[src/rtl/crc_frame_receiver.sv]
// rtl/crc_frame_receiver.sv - serial CRC frame receiver: payload capture, CRC residue check
// Optional error counter enabled by defining CRC_RX_ERR_CNT_EN.
module crc_frame_receiver #(
  parameter int               DATA_W  = 11,
  parameter int               CRC_W   = 5,
  parameter logic [CRC_W-1:0] POLY    = 5'b00101,
  parameter logic [CRC_W-1:0] INIT    = '1,
  parameter logic [CRC_W-1:0] RESIDUE = 5'b01100
) (
  input  logic              clk,
  input  logic              rst_n,
  input  logic              in_valid,
  input  logic              in_bit,
  input  logic              sync,
  output logic              busy,
  output logic              out_valid,
  output logic [DATA_W-1:0] out_data,
  output logic              out_ok,
  output logic [7:0]        err_cnt
);

  localparam int TOT   = DATA_W + CRC_W;
  localparam int CNT_W = $clog2(TOT + 1);
  localparam logic [CNT_W-1:0] DATA_N = CNT_W'(DATA_W);
  localparam logic [CNT_W-1:0] TOT_N  = CNT_W'(TOT);

  typedef enum logic [1:0] {IDLE, DATA, CRC, DONE} state_t;

  state_t             state, state_d;
  logic [CNT_W-1:0]   cnt;
  logic [CRC_W-1:0]   crc;
  logic [DATA_W-1:0]  shift;

  logic               fresh;
  logic [CRC_W-1:0]   crc_base, crc_step;
  logic [CNT_W-1:0]   cnt_base, cnt_step;
  logic               fb;

  // A bit arriving outside a frame (or with sync) starts from INIT, not the stale register.
  assign fresh    = sync || (state == IDLE) || (state == DONE);
  assign crc_base = fresh ? INIT : crc;
  assign cnt_base = fresh ? '0 : cnt;
  assign fb       = crc_base[CRC_W-1] ^ in_bit;
  assign crc_step = {crc_base[CRC_W-2:0], 1'b0} ^ (fb ? POLY : '0);
  assign cnt_step = cnt_base + 1'b1;

  always_ff @(posedge clk or negedge rst_n) begin
    if (!rst_n) state <= IDLE;
    else        state <= state_d;
  end

  always_comb begin
    state_d = state;
    if (in_valid) begin
      if (cnt_step == TOT_N)       state_d = DONE;
      else if (cnt_step < DATA_N)  state_d = DATA;
      else                         state_d = CRC;
    end else if (sync || state == DONE) begin
      state_d = IDLE;
    end
  end

  always_ff @(posedge clk or negedge rst_n) begin
    if (!rst_n) begin
      cnt      <= '0;
      crc      <= INIT;
      shift    <= '0;
      out_data <= '0;
    end else if (in_valid) begin
      cnt <= cnt_step;
      crc <= crc_step;
      if (cnt_base < DATA_N) shift <= DATA_W'({shift, in_bit});
      // Payload is complete well before the last CRC bit, so shift is stable here.
      if (state_d == DONE) out_data <= shift;
    end else if (sync) begin
      cnt <= '0;
      crc <= INIT;
    end
  end

  assign busy      = (state == DATA) || (state == CRC);
  assign out_valid = (state == DONE);
  assign out_ok    = (state == DONE) && (crc == RESIDUE);

`ifdef CRC_RX_ERR_CNT_EN
  logic [7:0] err_q;

  always_ff @(posedge clk or negedge rst_n) begin
    if (!rst_n)
      err_q <= 8'h00;
    else if (out_valid && !out_ok && err_q != 8'hFF)
      err_q <= err_q + 8'h01;
  end

  assign err_cnt = err_q;
`else
  assign err_cnt = 8'h00;
`endif

endmodule

[config.mk]
export PLATFORM = sky130hd
export DESIGN_NAME = crc_frame_receiver
export DESIGN_NICKNAME = d
export VERILOG_FILES = /design/src/rtl/crc_frame_receiver.sv
export SDC_FILE = /design/constraint.sdc
export NUM_CORES = 1
export LEC_CHECK = 0
export ABC_AREA = 1
export BUFFER_PORTS_ARGS = -buffer_cell sky130_fd_sc_hd__buf_2
export CAP_MARGIN = 20
export CORE_MARGIN = 5
export CORE_UTILIZATION = 40
export DETAILED_ROUTE_END_ITERATION = 8
export PLACE_DENSITY = 0.67
export SLEW_MARGIN = 30
export SYNTH_ARGS = -nofsm -noshare
export SYNTH_HDL_FRONTEND = slang
export SYNTH_SLANG_ARGS = --single-unit
[constraint.sdc]
create_clock -name clk -period 2.1 [get_ports clk]
set_clock_uncertainty 0.15 [all_clocks]
set_input_delay 0.42 -clock clk [delete_from_list [all_inputs] [get_ports clk]]
set_output_delay 0.42 -clock clk [all_outputs]
set_load 0.02 [all_outputs]
* Word-level counts from Yosys, hierarchy flattened
Index checks and enable logic that the tools add are counted.
** Storage, ports and cells
- Logic and storage cells :: 36
- Register bits :: 34
** Operators by class
- Reduce and logical (&&, ||, !) cells :: 9
- Equality and inequality tests :: 6
- Magnitude comparators :: 2
- $add $sub $neg :: 1
- Bitwise gates (word level) :: 2
- Multiplexer cells :: 11
** Operators by type and width (number)
- $mux W5 :: 6
- $lt A5 B4 Y1 const B :: 2
- $mux W2 :: 4
- $eq A2 B2 Y1 const B :: 3
- $add A5 B1 Y5 const B :: 1
- $eq A5 B4 Y1 const B :: 1
- $eq A5 B5 Y1 const B :: 1
- $xor A5 B3 Y5 :: 1
- $logic_or A1 B1 Y1 :: 4
- $reduce_and A2 Y1 :: 2
- $mux W3 :: 1
- $eq A2 B1 Y1 const B :: 1
- $logic_not A2 Y1 :: 1
- $reduce_bool A2 Y1 :: 1
- $logic_and A1 B1 Y1 :: 1
- $xor A1 B1 Y1 :: 1

* Longest topological paths before layout
- Depth after elaboration :: 11
- Depth in mapped cells :: 15
- Mapped depth without buffers :: 14

* Worst setup path before layout
No wires, ideal clock.
- Kind :: register to register
- Start point :: reg state[0]
- End point :: reg out_data[3]
- Period minus slack after synthesis :: 2.309 ns
- Stages on the path, launching flop included :: 14
- Arrival :: 2.043 ns
- Slack :: -0.209 ns
- Cells stage by stage :: dfrtp_1 -> ha_1 -> nor2_4 -> nand3_1 -> inv_1 -> ha_1 -> inv_1 -> nand4_1 -> nand3_1 -> a21oi_2 -> nand3_2 -> buf_6 -> nand2_2 -> nand2_2
** RTL lines
- from (decl) :: line 29 : state_t state, state_d;
- from (signal assigned) :: line 49 : else state <= state_d;
- $eq A2 B2 Y1 *
- net out_valid :: line 16 : output logic out_valid,
- $logic_or A1 B1 Y1 :: line 40 : assign fresh = sync || (state == IDLE) || (state == DONE);
- $mux W5 :: line 42 : assign cnt_base = fresh ? '0 : cnt;
- $add A5 B1 Y5 :: line 45 : assign cnt_step = cnt_base + 1'b1;
- $lt A5 B4 Y1 :: line 56 : else if (cnt_step < DATA_N) state_d = DATA;
- $mux W2 :: line 56
- $mux W2 :: line 55 : if (cnt_step == TOT_N) state_d = DONE;
- $mux W2 * :: line 54 : if (in_valid) begin
- $eq A2 B2 Y1 * :: line 74 : if (state_d == DONE) out_data <= shift;
- $reduce_and A2 Y1 (no line) *
- to (signal assigned) :: line 74
- to (decl) :: line 17 : output logic [DATA_W-1:0] out_data,
Mark *: on every way through the listed nets, which the timed path passes. The rest lies on a longest branch.
A chain may end at the register's enable or synchronous reset.

* Final worst setup path
- Start point :: reg state[0]
- End point :: reg out_data[7]
** On the way
- Longest elaborated chain between the ends :: 11
** Ends and longest elaborated chain (line)
- $logic_not A2 Y1 :: 40
- $logic_or A1 B1 Y1 (2 in a row) :: 40
- $mux W5 :: 42
- $add A5 B1 Y5 :: 45
- $lt A5 B4 Y1 :: 56
- $mux W2 :: 56
- $mux W2 :: 55
- $mux W2 * :: 54
- $eq A2 B2 Y1 * :: 74
- $reduce_and A2 Y1 (no line) *
Every way passes the cells marked *; elsewhere a longest branch is shown, timed or not.

==> metrics.yaml <==
netlist_top_cells_area: "dfrtp_1 (41%), dfstp_2 (7.4%), nand2_2 (6.7%), nand4_1 (5.0%), inv_1 (4.9%)"
swShare_pct: 23.7
antenna_found_initial: 0
cp_max_fo: 6
outcome: "finished, violations left"
synthCells: 190
portBuffers: 18
track_usage_pct: 13.3
setup_viol: 11
rr_worst_depth: 15
worst_pin_slew_ns: 0.754
drv_cap: 0
cts_tree: "done"
timing.rr.end: "out_data[7]$_DFFE_PN0P_"
h-tree-depth: 2
clk_latency_ns: 0.28
grt_first_pass_wirelength_mm: 6.31
arrival_ns: 2.19
powerDensity_mw_per_mm2: 689
ys_seq_area_share_pct: 48.5
ctsLongestPathBuffers: 2
antennaDiodeCount: 0
slew_viol_final: 0
die_h_um: 76.5
syn_area_per_cell_um2: 9.30
p_clk_share_pct: 40.9
hold_class: "in -> async"
dpl_worst_slack_ns: -0.0913
finalCritPeriodShare_pct: 103
drc: 0
vias: 1349
synth_area_mm2: 0.00177
utilization_pct: 49.6
path_class: "reg -> reg"
synth_top_cell_by_area: "dfrtp_1"
worst_hold_slack_ns: 0.0540
r2r_slack_ns: -0.07
drive_above_1_share_pct: 41.5
layout_common_cells: "dfrtp_1 (29), nand2_1 (20), nand2_2 (20)"
dieArea_mm2: 0.00585
fp.dieW_um: 76.5
layout_commonest_cell: "dfrtp_1"
worstPathRequired_ns: 2.12
combPwrFrac_pct: 9.9
postCtsHoldBufs: 0
nFillCells: 406
ys_ff_latch: 34
timing.rr.start: "state[0]$_DFF_PN0_"
crit_path_end_kind: "register"
clock-sinks: 34
grt_setup_unrepaired: "true"
max_freq_ghz: 0.461
row_count: 24
place_congestion: 0.777
wl_per_cell_um: 12.8
synth.distinct_cells: 32
ioPinCount: 27
ir_drop_uv: 273
ant_nets: 0
ctsRootBufferMaster: "clkbuf_8"
clk_pin_slew_worst_paths_ns: 0.07
final-hold-violation-count: 0
core_mm2: 0.00432
power_leakage_uw: 0.00108
grt_max_degree: 35
yosysWarnings: 0
slew_headroom_pct: 49.7
seq_power_share_pct: 49.2
routed_wl_mm: 3.53
hpwl_mm: 2.60
setup_slack_ns: -0.0707
synth.top_cell.area_share_pct: 41.0
nets: 233
first_global_vias: 1334
detail_route.iter0.violations: 129
fin_crit_ns: 2.17
internal-power_uw: 1130
viasPerCell: 4.89
area_growth_pct: 21.4
numCtsBuffers: 5
drt_pass1_iterations: 4
power_switching_uw: 350
violations: "setup timing"
initial_core_util_pct: 40.9
overflow: 0
cp-start-kind: "register"
cells in the mapped netlist (all sizes together):
cell type  count
o32a           1
dfrtp         29
a22o           1
and2           1
conb           1
nor3           3
o21ai         13
a21oi          8
xor2           1
nand4         14
nor2          12
clkbuf         1
buf           14
inv           24
dfstp          5
ha             4
nand3         11
a32oi          1
o22ai          4
or2            1
nand2         41
worst max-delay path by stage:
stage / end / from / slack (ns) / cells after the start
final: out_data[7]$_DFFE_PN0P_ / state[0]$_DFF_PN0_ / -0.07 / 15
after global routing: out_data[1]$_DFFE_PN0P_ / state[0]$_DFF_PN0_ / -0.17 / 15
after CTS: out_data[7]$_DFFE_PN0P_ / state[0]$_DFF_PN0_ / -0.05 / 15
after detailed placement: out_data[6]$_DFFE_PN0P_ / state[0]$_DFF_PN0_ / -0.09 / 15
after global placement: out_data[7]$_DFFE_PN0P_ / state[0]$_DFF_PN0_ / -0.01 / 14
after floorplan: out_data[3]$_DFFE_PN0P_ / state[1]$_DFF_PN0_ / 0.007 / 13
power by group through the flow:
stage | Sequential (µW) | Clock, µW | Combinational [µW]
finish | 727 | 604 | 147
global route | 732 | 659 | 167
CTS | 726 | 622 | 145
detailed placement | 738 | 0 | 138
global placement | 736 | 0 | 135
floorplan | 729 | 0 | 104
kinds of logic (layout without fill, tap and decap cells):
group / count (synthesis) / in the layout / synth area share (%)
other: 1 / 8 / 0.212
flip-flops: 34 / 34 / 48.5
AND/OR/NAND/NOR: 83 / 83 / 26.6
buffers and inverters: 39 / 66 / 11.7
XOR/XNOR: 1 / 1 / 0.495
AO/OA/AOI/OAI: 28 / 28 / 9.62
adder cells (fa/ha/maj): 4 / 4 / 2.83
metrics by stage:
| stage | power, µW | TNS, ns | area [µm²] | cells |
|---|---|---|---|---|
| 2_1_floorplan | 833 | 0 | 1820 | 197 |
| 3_3_place_gp | 871 | -0.0518 | 1990 | 267 |
| 3_5_place_dp | 876 | -0.934 | 1990 | 267 |
| 4_1_cts | 1490 | -0.509 | 2130 | 275 |
| 5_1_grt | 1560 | -1.84 | 2150 | 276 |
| 6_report | 1480 | -0.670 | 2150 | 276 |
critical path: stages (launching register included):
cell and delay (ns):
dfrtp_1 0.42, inv_2 0.10, ha_4 0.15, inv_4 0.04, nand3_2 0.08, inv_2 0.06, ha_4 0.17, inv_2 0.04
nand4_1 0.14, nand3_1 0.14, nand3_1 0.10, nand2_2 0.11, nand3_2 0.10, buf_6 0.17, nand2_2 0.06, nand2_2 0.04
cell type report:
cell class / count / area [µm²] / area share, %
Tap cell: 52 / 65.1 / 3.03
Clock inverter: 1 / 30.0 / 1.40
Inverter: 24 / 92.6 / 4.31
Sequential cell: 34 / 857 / 39.9
Multi-Input combinational cell: 124 / 781 / 36.4
Clock buffer: 6 / 82.6 / 3.85
Timing Repair Buffer: 35 / 238 / 11.1
flip-flops by register name, indices dropped and copies added (netlist names):
signal and cells:
state 2, shift 11, out_data 11, cnt 5, crc 5
routing by layer:
| layer | global-route usage [%] | vias to the layer above | part of all wire (%) | routed length [µm] |
|---|---|---|---|---|
| li1 | - | 681 | - | - |
| met1 | 17.3 | 624 | 45 | 1570 |
| met2 | 21.1 | 42 | 50 | 1760 |
| met3 | 2.60 | 2 | 5.0 | 178 |
| met4 | 6.29 | 0 | 0.59 | 21 |
| met5 | 0 | - | 0 | 0 |
timing repair:
action,4_1_cts,5_1_grt
setup buffers,1,1
pin swaps,3,2
endpoints found under the hold margin,0,0
cloned,0,0
endpoints found under the setup margin,13,14
resized for setup,10,3
(Power assumes the default switching activity.)
